$ cat config.mk
export PLATFORM = sky130hd
export DESIGN_NAME = regfile_wr_arb_flat
export DESIGN_NICKNAME = d
export VERILOG_FILES = /design/src/rtl/regfile_wr_arb_if.sv /design/src/rtl/regfile_wr_arb.sv /design/src/flat_wrapper.sv
export SDC_FILE = /design/constraint.sdc
export NUM_CORES = 1
export LEC_CHECK = 0
export CAP_MARGIN = 5
export CORE_AREA = 3 3 116 118
export DETAILED_ROUTE_END_ITERATION = 10
export DIE_AREA = 0 0 119 121
export HOLD_SLACK_MARGIN = 0.06
export MAX_ROUTING_LAYER = met4
export PLACE_DENSITY = 0.7
export SYNTH_ARGS = -nofsm -noshare
export SYNTH_HDL_FRONTEND = slang
export SYNTH_SLANG_ARGS = --single-unit
$ cat constraint.sdc
create_clock -name clk -period 4.15 [get_ports clk]
set_input_delay 0.83 -clock clk [delete_from_list [all_inputs] [get_ports clk]]
set_output_delay 0.83 -clock clk [all_outputs]
set_load 0.02 [all_outputs]
$ cat src/rtl/regfile_wr_arb_if.sv
`default_nettype none
// ============================================================================
//  Module      : regfile_wr_arb_if
//  Description : Bundle of requester, register-file write and read-bypass
//                signals for the regfile_wr_arb write arbiter. Signal
//                suffixes are relative to the arbiter (slave side).
//  Revision    : 1.0  initial release
// ============================================================================
interface regfile_wr_arb_if #(
    parameter int AW = 6,
    parameter int DW = 32
);
    logic          hold_i;
    logic          req0_i;
    logic          req1_i;
    logic          req2_i;
    logic [AW-1:0] addr0_i;
    logic [AW-1:0] addr1_i;
    logic [AW-1:0] addr2_i;
    logic [DW-1:0] data0_i;
    logic [DW-1:0] data1_i;
    logic [DW-1:0] data2_i;
    logic          gnt0_o;
    logic          gnt1_o;
    logic          gnt2_o;
    logic [AW-1:0] wa_o;
    logic [DW-1:0] wd_o;
    logic          we1_o;
    logic [AW-1:0] ra1_i;
    logic [AW-1:0] ra2_i;
    logic [DW-1:0] rd1_in_i;
    logic [DW-1:0] rd2_in_i;
    logic [DW-1:0] rd1_o;
    logic [DW-1:0] rd2_o;

    modport slave (
        input  hold_i, req0_i, req1_i, req2_i,
        input  addr0_i, addr1_i, addr2_i, data0_i, data1_i, data2_i,
        input  ra1_i, ra2_i, rd1_in_i, rd2_in_i,
        output gnt0_o, gnt1_o, gnt2_o, wa_o, wd_o, we1_o, rd1_o, rd2_o
    );

    modport master (
        output hold_i, req0_i, req1_i, req2_i,
        output addr0_i, addr1_i, addr2_i, data0_i, data1_i, data2_i,
        output ra1_i, ra2_i, rd1_in_i, rd2_in_i,
        input  gnt0_o, gnt1_o, gnt2_o, wa_o, wd_o, we1_o, rd1_o, rd2_o
    );
endinterface
`default_nettype wire

$ cat src/rtl/regfile_wr_arb.sv
`default_nettype none
// ============================================================================
//  Module      : regfile_wr_arb
//  Description : Three-requester round-robin write arbiter for a register
//                file. Grants are combinational; the granted write is
//                registered and presented to the register file one cycle
//                later. Optional read bypass forwards the pending write to
//                the read ports, enabled by defining REGFILE_WR_BYPASS_EN.
//  Revision    : 1.0  initial release
// ============================================================================
module regfile_wr_arb #(
    parameter int AW = 6,
    parameter int DW = 32
) (
    input  logic            clk,
    input  logic            rst,
    regfile_wr_arb_if.slave bus
);

    logic [1:0]    ptr_q;
    logic [1:0]    ptr_d;
    logic          we1_q;
    logic [AW-1:0] wa_q;
    logic [DW-1:0] wd_q;

    logic [3:0]    w_req;
    logic [5:0]    w_ord;
    logic          w_any;
    logic [1:0]    w_win;
    logic [2:0]    w_gnt;
    logic [AW-1:0] w_addr;
    logic [DW-1:0] w_data;

    // Round-robin pick: scan requesters starting at ptr_q, first hit wins
    always_comb begin
        w_req = {1'b0, bus.req2_i, bus.req1_i, bus.req0_i};
        case (ptr_q)
            2'd1:    w_ord = {2'd0, 2'd2, 2'd1};
            2'd2:    w_ord = {2'd1, 2'd0, 2'd2};
            default: w_ord = {2'd2, 2'd1, 2'd0};
        endcase
        w_any = 1'b0;
        w_win = 2'd0;
        if (!bus.hold_i && !rst) begin
            for (int j = 0; j < 3; j++) begin
                if (!w_any && w_req[w_ord[2*j +: 2]]) begin
                    w_any = 1'b1;
                    w_win = w_ord[2*j +: 2];
                end
            end
        end
    end

    // Decode winner into one-hot grants and select its write payload
    always_comb begin
        w_gnt  = 3'b000;
        w_addr = bus.addr0_i;
        w_data = bus.data0_i;
        case (w_win)
            2'd1: begin
                w_addr = bus.addr1_i;
                w_data = bus.data1_i;
            end
            2'd2: begin
                w_addr = bus.addr2_i;
                w_data = bus.data2_i;
            end
            default: begin
                w_addr = bus.addr0_i;
                w_data = bus.data0_i;
            end
        endcase
        if (w_any) begin
            w_gnt[w_win] = 1'b1;
        end
        ptr_d = ptr_q;
        if (w_any) begin
            ptr_d = (w_win == 2'd2) ? 2'd0 : w_win + 2'd1;
        end
    end

    // Pointer and write-port registers; reset discards any pending write
    always_ff @(posedge clk) begin
        if (rst) begin
            ptr_q <= 2'd0;
            we1_q <= 1'b0;
            wa_q  <= '0;
            wd_q  <= '0;
        end else begin
            ptr_q <= ptr_d;
            we1_q <= w_any;
            if (w_any) begin
                wa_q <= w_addr;
                wd_q <= w_data;
            end
        end
    end

    assign bus.gnt0_o = w_gnt[0];
    assign bus.gnt1_o = w_gnt[1];
    assign bus.gnt2_o = w_gnt[2];
    assign bus.we1_o  = we1_q;
    assign bus.wa_o   = wa_q;
    assign bus.wd_o   = wd_q;

`ifdef REGFILE_WR_BYPASS_EN
    // Forward the write that has not yet reached the register file
    assign bus.rd1_o = (we1_q && (bus.ra1_i == wa_q)) ? wd_q : bus.rd1_in_i;
    assign bus.rd2_o = (we1_q && (bus.ra2_i == wa_q)) ? wd_q : bus.rd2_in_i;
`else
    // Read addresses only matter when forwarding is built in
    logic w_unused_ra;
    assign w_unused_ra = ^{bus.ra1_i, bus.ra2_i};
    assign bus.rd1_o   = bus.rd1_in_i;
    assign bus.rd2_o   = bus.rd2_in_i;
`endif

endmodule
`default_nettype wire
$ cat src/flat_wrapper.sv
// flat-port wrapper written by rule: the top's interface ports become plain ports
module regfile_wr_arb_flat 
#(
    parameter int AW = 6,
    parameter int DW = 32
)
  (clk, rst, bus_hold_i, bus_req0_i, bus_req1_i, bus_req2_i, bus_addr0_i, bus_addr1_i, bus_addr2_i, bus_data0_i, bus_data1_i, bus_data2_i, bus_ra1_i, bus_ra2_i, bus_rd1_in_i, bus_rd2_in_i, bus_gnt0_o, bus_gnt1_o, bus_gnt2_o, bus_wa_o, bus_wd_o, bus_we1_o, bus_rd1_o, bus_rd2_o);
  regfile_wr_arb_if #(.AW(AW), .DW(DW)) bus_i ();
  input  logic clk;
  input  logic rst;
  input wire logic [$bits(bus_i.hold_i)-1:0] bus_hold_i;
  input wire logic [$bits(bus_i.req0_i)-1:0] bus_req0_i;
  input wire logic [$bits(bus_i.req1_i)-1:0] bus_req1_i;
  input wire logic [$bits(bus_i.req2_i)-1:0] bus_req2_i;
  input wire logic [$bits(bus_i.addr0_i)-1:0] bus_addr0_i;
  input wire logic [$bits(bus_i.addr1_i)-1:0] bus_addr1_i;
  input wire logic [$bits(bus_i.addr2_i)-1:0] bus_addr2_i;
  input wire logic [$bits(bus_i.data0_i)-1:0] bus_data0_i;
  input wire logic [$bits(bus_i.data1_i)-1:0] bus_data1_i;
  input wire logic [$bits(bus_i.data2_i)-1:0] bus_data2_i;
  input wire logic [$bits(bus_i.ra1_i)-1:0] bus_ra1_i;
  input wire logic [$bits(bus_i.ra2_i)-1:0] bus_ra2_i;
  input wire logic [$bits(bus_i.rd1_in_i)-1:0] bus_rd1_in_i;
  input wire logic [$bits(bus_i.rd2_in_i)-1:0] bus_rd2_in_i;
  output wire logic [$bits(bus_i.gnt0_o)-1:0] bus_gnt0_o;
  output wire logic [$bits(bus_i.gnt1_o)-1:0] bus_gnt1_o;
  output wire logic [$bits(bus_i.gnt2_o)-1:0] bus_gnt2_o;
  output wire logic [$bits(bus_i.wa_o)-1:0] bus_wa_o;
  output wire logic [$bits(bus_i.wd_o)-1:0] bus_wd_o;
  output wire logic [$bits(bus_i.we1_o)-1:0] bus_we1_o;
  output wire logic [$bits(bus_i.rd1_o)-1:0] bus_rd1_o;
  output wire logic [$bits(bus_i.rd2_o)-1:0] bus_rd2_o;
  assign bus_i.hold_i = bus_hold_i;
  assign bus_i.req0_i = bus_req0_i;
  assign bus_i.req1_i = bus_req1_i;
  assign bus_i.req2_i = bus_req2_i;
  assign bus_i.addr0_i = bus_addr0_i;
  assign bus_i.addr1_i = bus_addr1_i;
  assign bus_i.addr2_i = bus_addr2_i;
  assign bus_i.data0_i = bus_data0_i;
  assign bus_i.data1_i = bus_data1_i;
  assign bus_i.data2_i = bus_data2_i;
  assign bus_i.ra1_i = bus_ra1_i;
  assign bus_i.ra2_i = bus_ra2_i;
  assign bus_i.rd1_in_i = bus_rd1_in_i;
  assign bus_i.rd2_in_i = bus_rd2_in_i;
  assign bus_gnt0_o = bus_i.gnt0_o;
  assign bus_gnt1_o = bus_i.gnt1_o;
  assign bus_gnt2_o = bus_i.gnt2_o;
  assign bus_wa_o = bus_i.wa_o;
  assign bus_wd_o = bus_i.wd_o;
  assign bus_we1_o = bus_i.we1_o;
  assign bus_rd1_o = bus_i.rd1_o;
  assign bus_rd2_o = bus_i.rd2_o;
  regfile_wr_arb #(.AW(AW), .DW(DW)) u_core (.clk(clk), .rst(rst), .bus(bus_i));
endmodule
Word-level counts from Yosys, hierarchy flattened
Index checks and enable logic that the tools add are counted.
{ "classes": {"addsub": 1, "n_mul": 0, "div_mod_pow": 0, "order_cmp": 5, "eq_ne": 4, "shifts": 0, "n_mux": 23, "n_bitwise": 0, "n_reduce_logical": 8} }
{ "ops": {"columns": ["op", "count"], "rows": [
  ["32-bit case mux with 2 select lines", 1],
  ["6-bit case mux with 2 select lines", 2],
  ["2-bit by 3-bit less-than comparator with 1-bit output (second input constant)", 4],
  ["1-bit two-way mux", 10],
  ["2-bit two-way mux", 5],
  ["1-bit binary-select mux with 2-bit select", 3],
  ["2-bit by 1-bit == test with 1-bit output (second input constant)", 2],
  ["2-bit == test (second input constant)", 2],
  ["1-bit logical AND", 4],
  ["1-bit logical NOT", 4],
  ["3-bit two-way mux", 1],
  ["2-bit by 1-bit adder with 2-bit output (second input constant)", 1],
  ["1-bit demux with 2-bit select", 1],
  ["2-bit by 1-bit >= comparator with 1-bit output (second input constant)", 1]
]} }
{ "word_totals": {"ff_bits": 41, "latchBits": 0, "ramBits": 0, "rom_bits": 0, "elab_cells": 45, "mem_count": 0} }

Longest topological paths before layout
Gate-level depths: netlist of run 1.
{ "logic_depth": {"ltp_word": 19, "mapped_depth": 13, "ltp_nobuf": 10} }

Worst setup path after synthesis of run 1
No wires, ideal clock.
{ "synth_timing": {"path_kind": "in2out", "from": "input bus_req2_i", "to": "output bus_gnt1_o", "arrival_ps": 2981, "path_slack_ps": 339, "path_stages": 8, "n_path_buf": 2, "path_cell_list": "a22o_1 a211o_4 a2111oi_2 o21a_1 ha_1 clkbuf_1 buf_1 and3b_1"} }
{ "synth_via": {"elab_chain_len": 17, "elab_cells_between_ends": 26} }
{ "synth_lines": {"columns": ["item", "line", "rtl"], "rows": [
  ["start: declaration", "flat_wrapper.sv:14", "input wire logic [$bits(bus_i.req2_i)-1:0] bus_req2_i;"],
  ["1-bit binary-select mux with 2-bit select", "regfile_wr_arb.sv:46", "if (!w_any && w_req[w_ord[2*j +: 2]]) begin"],
  ["1-bit two-way mux (implied by the code)", "regfile_wr_arb.sv:46", null],
  ["1-bit two-way mux", "regfile_wr_arb.sv:46", null],
  ["1-bit two-way mux", "regfile_wr_arb.sv:44", "if (!bus.hold_i && !rst) begin"],
  ["1-bit logical NOT", "regfile_wr_arb.sv:46", null],
  ["1-bit logical AND", "regfile_wr_arb.sv:46", null],
  ["1-bit two-way mux", "regfile_wr_arb.sv:46", null],
  ["1-bit two-way mux", "regfile_wr_arb.sv:44", null],
  ["1-bit logical NOT", "regfile_wr_arb.sv:46", null],
  ["1-bit logical AND", "regfile_wr_arb.sv:46", null],
  ["2-bit two-way mux", "regfile_wr_arb.sv:46", null],
  ["2-bit two-way mux", "regfile_wr_arb.sv:44", null],
  ["2-bit by 3-bit less-than comparator with 1-bit output (implied by the code) / 2-bit by 1-bit >= comparator with 1-bit output (equally long branches)", "regfile_wr_arb.sv:74", "w_gnt[w_win] = 1'b1;"],
  ["1-bit logical AND (implied by the code)", "regfile_wr_arb.sv:74", null],
  ["1-bit two-way mux (implied by the code)", "regfile_wr_arb.sv:74", null],
  ["1-bit demux with 2-bit select", null, null],
  ["3-bit two-way mux *", "regfile_wr_arb.sv:73", "if (w_any) begin"],
  ["end: declaration", "flat_wrapper.sv:26", "output wire logic [$bits(bus_i.gnt1_o)-1:0] bus_gnt1_o;"]
]} }
Mark *: on every way between the ends. The rest lies on a longest branch, timed or not. The select of a mux whose other input is x is not followed.

Worst setup path in the final report of run 1
{ "layout_timing": {"from": "input bus_req2_i", "to": "output bus_gnt2_o"} }
{ "layout_via": {"elab_chain_len": 17, "elab_cells_between_ends": 26} }
{ "layout_lines": {"columns": ["item", "line", "rtl"], "rows": [
  ["1-bit binary-select mux with 2-bit select", "regfile_wr_arb.sv:46", null],
  ["1-bit two-way mux (implied by the code)", "regfile_wr_arb.sv:46", null],
  ["1-bit two-way mux", "regfile_wr_arb.sv:46", null],
  ["1-bit two-way mux", "regfile_wr_arb.sv:44", null],
  ["1-bit logical NOT", "regfile_wr_arb.sv:46", null],
  ["1-bit logical AND", "regfile_wr_arb.sv:46", null],
  ["1-bit two-way mux", "regfile_wr_arb.sv:46", null],
  ["1-bit two-way mux", "regfile_wr_arb.sv:44", null],
  ["1-bit logical NOT", "regfile_wr_arb.sv:46", null],
  ["1-bit logical AND", "regfile_wr_arb.sv:46", null],
  ["2-bit two-way mux", "regfile_wr_arb.sv:46", null],
  ["2-bit two-way mux", "regfile_wr_arb.sv:44", null],
  ["2-bit by 3-bit less-than comparator with 1-bit output (implied by the code) / 2-bit by 1-bit >= comparator with 1-bit output (equally long branches)", "regfile_wr_arb.sv:74", null],
  ["1-bit logical AND (implied by the code)", "regfile_wr_arb.sv:74", null],
  ["1-bit two-way mux (implied by the code)", "regfile_wr_arb.sv:74", null],
  ["1-bit demux with 2-bit select", null, null],
  ["3-bit two-way mux *", "regfile_wr_arb.sv:73", null],
  ["end: declaration", "flat_wrapper.sv:27", "output wire logic [$bits(bus_i.gnt2_o)-1:0] bus_gnt2_o;"]
]} }
Marks and branches as above.

==> results of run 1 <==
## where the power goes
group / internal [W] / total [W] / switching (W) / leakage [nW]
sequential: 0.000455 / 0.000487 / 0.0000314 / 0.338
combinational: 0.000333 / 0.000621 / 0.000288 / 1.60
clock: 0.000223 / 0.000387 / 0.000164 / 0.0631
total: 0.00101 / 0.00149 / 0.000484 / 2.00
## metal layers
layer / vias up / share of wire / track usage
li1: 1425 / - / -
met1: 1405 / 0.40 / 0.144
met3: 28 / 0.082 / 0.0434
met5: - / 0 / -
met2: 139 / 0.50 / 0.215
met4: 0 / 0.022 / 0.0543
## cell type report
| cell class | count | area, µm² |
|---|---|---|
| multi-input cells | 196 | 1650 |
| clock inverters | 2 | 15.0 |
| well taps | 172 | 215 |
| repair buffers | 173 | 1690 |
| fillers | 1284 | 7880 |
| clock buffers | 6 | 129 |
| flip-flops and latches | 41 | 821 |
| inverters | 44 | 165 |
## cells in the final DEF, fill, tap and decap left out
cell	synthesis	layout
dfxtp_1	41	41
inv_1	44	44
a221oi_1	38	38
a211oi_1	1	1
nand3b_1	1	1
o21a_1	2	2
dlygate4sd2_1	0	3
a22oi_4	1	1
mux2i_1	41	41
a211o_4	1	1
buf_2	0	1
and3b_1	3	3
nand3_1	1	1
clkinvlp_4	0	2
a2111oi_2	1	1
a21oi_1	4	4
nor3b_1	1	1
clkbuf_16	0	5
nand2_1	1	1
ha_1	8	7
nand2b_1	45	45
ha_2	0	1
nor3_1	1	1
a31oi_1	1	1
clkbuf_1	24	1
o21ai_0	4	3
a22o_1	1	1
o21ai_1	0	1
clkdlybuf4s50_1	0	157
nor2_1	2	2
a211o_1	38	38
buf_4	64	12
## sequential cells by signal (all words and copies together) (netlist names)
signal	flops
u_core.bus.we1_o	1
u_core.ptr_q	2
u_core.bus.wa_o	6
u_core.bus.wd_o	32
## worst min-delay path, delay by kind of cell, from the launching register on
kind             cells  cell delay [ns]
DFF                  1             0.31
and+or+nand+nor      1             0.06
muxes                1             0.06
## metrics by stage
stage / cell area [µm²] / TNS (ns) / std cells
2_1_floorplan: 3300 / 0 / 375
6_report: 4690 / 0 / 634
5_1_grt: 4690 / 0 / 634
4_1_cts: 4690 / 0 / 634
3_5_place_dp: 4550 / -0.275 / 626
3_3_place_gp: 4550 / -0.0641 / 626
## logic make-up (layout without fill, tap and decap cells)
family                     Yosys count  count (layout)  synth area share
and+or+nand+nor                     55              55             0.104
buffers and inverters              138             225             0.252
AOI/OAI and AO/OA                   92              92             0.241
adders and majority gates            8               8            0.0303
muxes                               41              41             0.124
DFF                                 41              41             0.248
## timing repair
action / CTS / global route
hold buffers: 0 / 0
gates resized for setup: 4 / 0
setup endpoints to repair: 3 / 0
## worst max path at each step
stage | from | endpoint | slack [ns] | cells after the start
after floorplan | bus_req2_i | bus_gnt1_o | 0.34 | 8
after global placement | bus_req2_i | bus_gnt2_o | -0.04 | 8
after detailed placement | bus_req2_i | bus_gnt2_o | -0.12 | 8
after CTS | bus_req2_i | bus_gnt2_o | 0.16 | 8
after global routing | bus_req2_i | bus_gnt2_o | 0.07 | 8
final | bus_req2_i | bus_gnt2_o | 0.16 | 8
==> metrics.yaml, run 1 <==
outcome:
  status: "finished, final reports clean"
critical_path:
  worst-endpoint-arrival_ns: 3.16
  reg2reg_slack_ns: 0.86
  crit_type: "primary input to output port"
  critical_path_required_ns: 3.32
  critPathBufInv: 2
  worst_path_max_delay_cell: "clkdlybuf4s50_1"
  timing.rr.start: "u_core.ptr_q[0]"
  crit_fanout: 3
  critPathLaunchType: "primary input"
  crit_family: "compound AO/OA/AOI/OAI gates"
  crit_chain: "clkdlybuf4s50_1 > a22o_1 > a211o_4 > a2111oi_2 > o21ai_1 > ha_1 > and3b_1 > dlygate4sd2_1"
  cp-end-kind: "output port"
  r2r-end: "u_core.bus.wd_o[5]"
  max_stage_delay_ns: 0.44
  reg2reg_depth: 12
yosys:
  yosysMostFrequentCell: "buf_4"
  syn-instance-count: 375
  synth.top_cell.area_share: 0.248
  synthTopCellsByArea: "dfxtp_1, buf_4, mux2i_1, a211o_1, a221oi_1"
  synthTopCellsByCount: "buf_4, nand2b_1, inv_1, dfxtp_1, mux2i_1"
  synth_largest_area_cell: "dfxtp_1"
  syn-cell-area_um2: 3300
  synthArstFlopShare: 0
  synth_edf_count: 0
  ys_types: 28
  avgSynthCellArea_um2: 8.81
  synthFlopType: "dfxtp_1"
  ys_seq_area_frac: 0.248
  yosys_warnings: 0
  synth_nets: 579
  ys_ff_latch: 41
floorplan:
  io_pins: 302
  die_w_um: 119
  dieArea_um2: 14400
  start_util: 0.263
  core_area_um2: 12600
  core.rowCount: 41
  die_h_um: 121
global_routing:
  track_usage: 0.130
  grt-ovfl-total: 0
  grt_pass1_wl_um: 15000
  grt_max_degree: 82
  first_global_vias: 3049
  antenna_found_initial: 0
detailed_routing:
  drt-initial-drc-count: 108
  antenna_left: 0
  vias: 2997
  routedWlPerCell_um: 14.8
  drt-vias-per-instance: 4.73
  drc: 0
  drt_pass1_iterations: 7
  wl_um: 9370
clock_tree:
  cts_tree: "yes"
  clockBufferDepth: 2
  htreeDepth: 2
  clock-sinks: 41
  cts-root-buf: "clkbuf_16"
  post_cts_buffers: 0
  cts_made_buffers: 5
  clkSlewWorstSetupHoldPaths_ns: 0.06
  clk_latency_ns: 0.29
sta:
  slew_violations: 0
  hold_ws_ns: 0.472
  clock.fmax_mhz: 251
  rsz0062_at_grt: "no"
  fin_crit_sh: 0.962
  hold_viol: 0
  setup_viol: 0
  tightest_slew_ns: 0.716
  fin_skew_ns: 0.00883
  fin_crit_ns: 3.99
  slew_headroom: 0.523
  worst_slack_ns: 0.159
min_path:
  hold_start: "u_core.bus.wd_o[19]"
  holdPathEnd: "u_core.bus.wd_o[19]"
  hold_depth: 2
  hold_path.class: "flop to flop"
placement:
  post-dp-hpwl_um: 6850
  portBuffers: 161
  gp_congestion: 0.806
  pre_cts_ws_ns: -0.115
finish:
  fin_util: 0.373
  layout-drive-gt1-share: 0.0519
  num_antenna_cells: 0
  syn_to_final_growth_pct: 42.0
  nNetsFinal: 665
power:
  totalPowerFinal_w: 0.00149
  p_per_area_nw_per_um2: 319
  leakagePower_nw: 2.00
  peakVddDrop_mv: 0.149
job:
  cap_violations: 0
(Power assumes the default switching activity.)
==> inputs of run 2 (changes only) <==
SETUP_SLACK_MARGIN = 0.3   (was unset)
==> metrics.yaml, run 2 (synthesis results as in run 1) <==
outcome:
  status: "finished, final reports clean"
critical_path:
  r2r-end: "u_core.bus.wd_o[5]"
  critPathLaunchType: "primary input"
  reg2reg_depth: 12  # unchanged
  timing.rr.start: "u_core.ptr_q[0]"
  reg2reg_slack_ns: 0.92  # +0.06 ns
  crit_chain: "clkdlybuf4s50_1 > a22o_1 > a211o_4 > a2111oi_4 > o21ai_2 > ha_1 > and3b_1 > clkdlybuf4s15_2"
  worst-endpoint-arrival_ns: 2.98  # -0.18 ns
  max_stage_delay_ns: 0.44  # about the same
  critical_path_required_ns: 3.32  # about the same
  crit_type: "primary input to output port"
  worst_path_max_delay_cell: "clkdlybuf4s50_1"
  critPathBufInv: 2  # unchanged
  crit_fanout: 3  # unchanged
  cp-end-kind: "output port"
  crit_family: "compound AO/OA/AOI/OAI gates"
sta:
  fin_crit_sh: 0.919  # -0.0426
  fin_skew_ns: 0.00892  # +0.0000981 ns
  clock.fmax_mhz: 262  # +4.6%
  worst_slack_ns: 0.336  # +0.177 ns
  hold_ws_ns: 0.472  # +0.000595 ns
  slew_violations: 0  # unchanged
  rsz0062_at_grt: "yes"
  fin_crit_ns: 3.81  # -0.177 ns
  slew_headroom: 0.523  # about the same
  hold_viol: 0  # unchanged
  setup_viol: 0  # unchanged
  tightest_slew_ns: 0.715  # -0.000621 ns
placement:
  portBuffers: 161  # unchanged
  pre_cts_ws_ns: -0.115  # unchanged
  gp_congestion: 0.806  # unchanged
  post-dp-hpwl_um: 6850  # unchanged
  postPlaceCellArea_um2: 4550  # unchanged
clock_tree:
  clock-sinks: 41  # unchanged
  htreeDepth: 2  # unchanged
  clockBufferDepth: 2  # unchanged
  cts_tree: "yes"
  cts-root-buf: "clkbuf_16"
  cts_made_buffers: 5  # unchanged
  cts_hold_buf: 0  # unchanged
  clkSlewWorstSetupHoldPaths_ns: 0.06  # about the same
  clk_latency_ns: 0.29  # about the same
min_path:
  hold_start: "u_core.bus.wd_o[19]"
  hold_path.class: "flop to flop"
  hold_depth: 2  # unchanged
  holdPathEnd: "u_core.bus.wd_o[19]"
power:
  p_per_area_nw_per_um2: 318  # -0.33%
  leakagePower_nw: 2.01  # +0.11%
  totalPowerFinal_w: 0.00150  # +0.55%
  peakVddDrop_mv: 0.149  # +0.11%
global_routing:
  antenna_found_initial: 0  # unchanged
  track_usage: 0.132  # +0.00173
  first_global_vias: 3085  # +1.2%
  grt_pass1_wl_um: 15200  # +1.2%
  grt_max_degree: 82  # unchanged
  grt-ovfl-total: 0  # unchanged
floorplan:
  io_pins: 302  # unchanged
  die_w_um: 119  # unchanged
  die_h_um: 121  # unchanged
  start_util: 0.263  # unchanged
  dieArea_um2: 14400  # unchanged
  core_area_um2: 12600  # unchanged
  core.rowCount: 41  # unchanged
detailed_routing:
  vias: 2998  # +0.033%
  drt-initial-drc-count: 87  # -19%
  drt-vias-per-instance: 4.71  # -0.28%
  drc: 0  # unchanged
  routedWlPerCell_um: 14.9  # +0.86%
  drt_pass1_iterations: 4  # -3
  antenna_left: 0  # unchanged
  wl_um: 9480  # +1.2%
job:
  cap_violations: 0  # unchanged
finish:
  fin_util: 0.377  # +0.00329
  nNetsFinal: 667  # +0.30%
  final_area_um2: 4730  # +0.88%
  nFillCells: 1280  # -0.31%
  largest_reg_flops: 32  # unchanged
  num_antenna_cells: 0  # unchanged
  layout_common_cells: "clkdlybuf4s50_1, nand2b_1, inv_1"
  syn_to_final_growth_pct: 43.3
  layout_commonest_cell: "clkdlybuf4s50_1"
  layout-drive-gt1-share: 0.0690  # +0.0170
run 2: cell count changes in the layout (fill, tap and decap cells not counted):
| cell | delta |
|---|---|
| dlygate4sd2_1 | -3 |
| buf_4 | +2 |
| clkdlybuf4s15_2 | +2 |
| a2111oi_2 | -1 |
| a2111oi_4 | +1 |
| a21oi_1 | -1 |
| a21oi_2 | +1 |
| buf_2 | +1 |
| nand3_1 | -1 |
| nand3_2 | +1 |
| o21ai_0 | -1 |
| o21ai_2 | +1 |
run 2: per-stage QoR:
stage          TNS, ns  instances
3_3_place_gp   -0.0641        626
5_1_grt              0        636
2_1_floorplan        0        375
6_report             0        636
3_5_place_dp    -0.275        626
4_1_cts              0        635
run 2: where the power goes:
group          internal, W  leakage, nW  switching, W
combinational     0.000336         1.60      0.000294
clock             0.000223       0.0631      0.000164
sequential        0.000455        0.338     0.0000314
run 2: worst max path at each step:
stage / startpoint / to / slack (ns) / cells past startpoint
2_1_floorplan: bus_req2_i / bus_gnt1_o / 0.34 / 8
3_3_place_gp: bus_req2_i / bus_gnt2_o / -0.04 / 8
3_5_place_dp: bus_req2_i / bus_gnt2_o / -0.12 / 8
4_1_cts: bus_req2_i / bus_gnt1_o / 0.30 / 8
5_1_grt: bus_req2_i / bus_gnt2_o / 0.26 / 8
6_report: bus_req2_i / bus_gnt2_o / 0.34 / 8
run 2: what timing repair did:
item                       4_1_cts  5_1_grt
gates resized for setup         14        2
buffers inserted                 1        1
pin swaps                        2        2
setup endpoints to repair        3        3
run 2: layout make-up:
type | instances | area [µm²] | share of cell area
Sequential cell | 41 | 821 | 0.173
Clock inverter | 2 | 15.0 | 0.00317
Clock buffer | 6 | 129 | 0.0272
Tap cell | 172 | 215 | 0.0455
Multi-Input combinational cell | 196 | 1680 | 0.355
Inverter | 44 | 165 | 0.0349
Timing Repair Buffer | 175 | 1710 | 0.361
run 2: worst register-to-register path, delay by kind of cell, from the launching register on:
| family | cells | cell delay, ns |
|---|---|---|
| compound gates | 6 | 1.30 |
| fa+ha+maj | 2 | 0.78 |
| buf+inv | 3 | 0.58 |
| flops | 1 | 0.35 |
| mux | 1 | 0.14 |
run 2: routing by layer:
layer,GRT usage,part of all wire,vias up
li1,-,-,1429
met1,0.146,0.40,1397
met2,0.218,0.50,140
met3,0.0415,0.076,32
met4,0.0601,0.026,0
met5,-,0,-
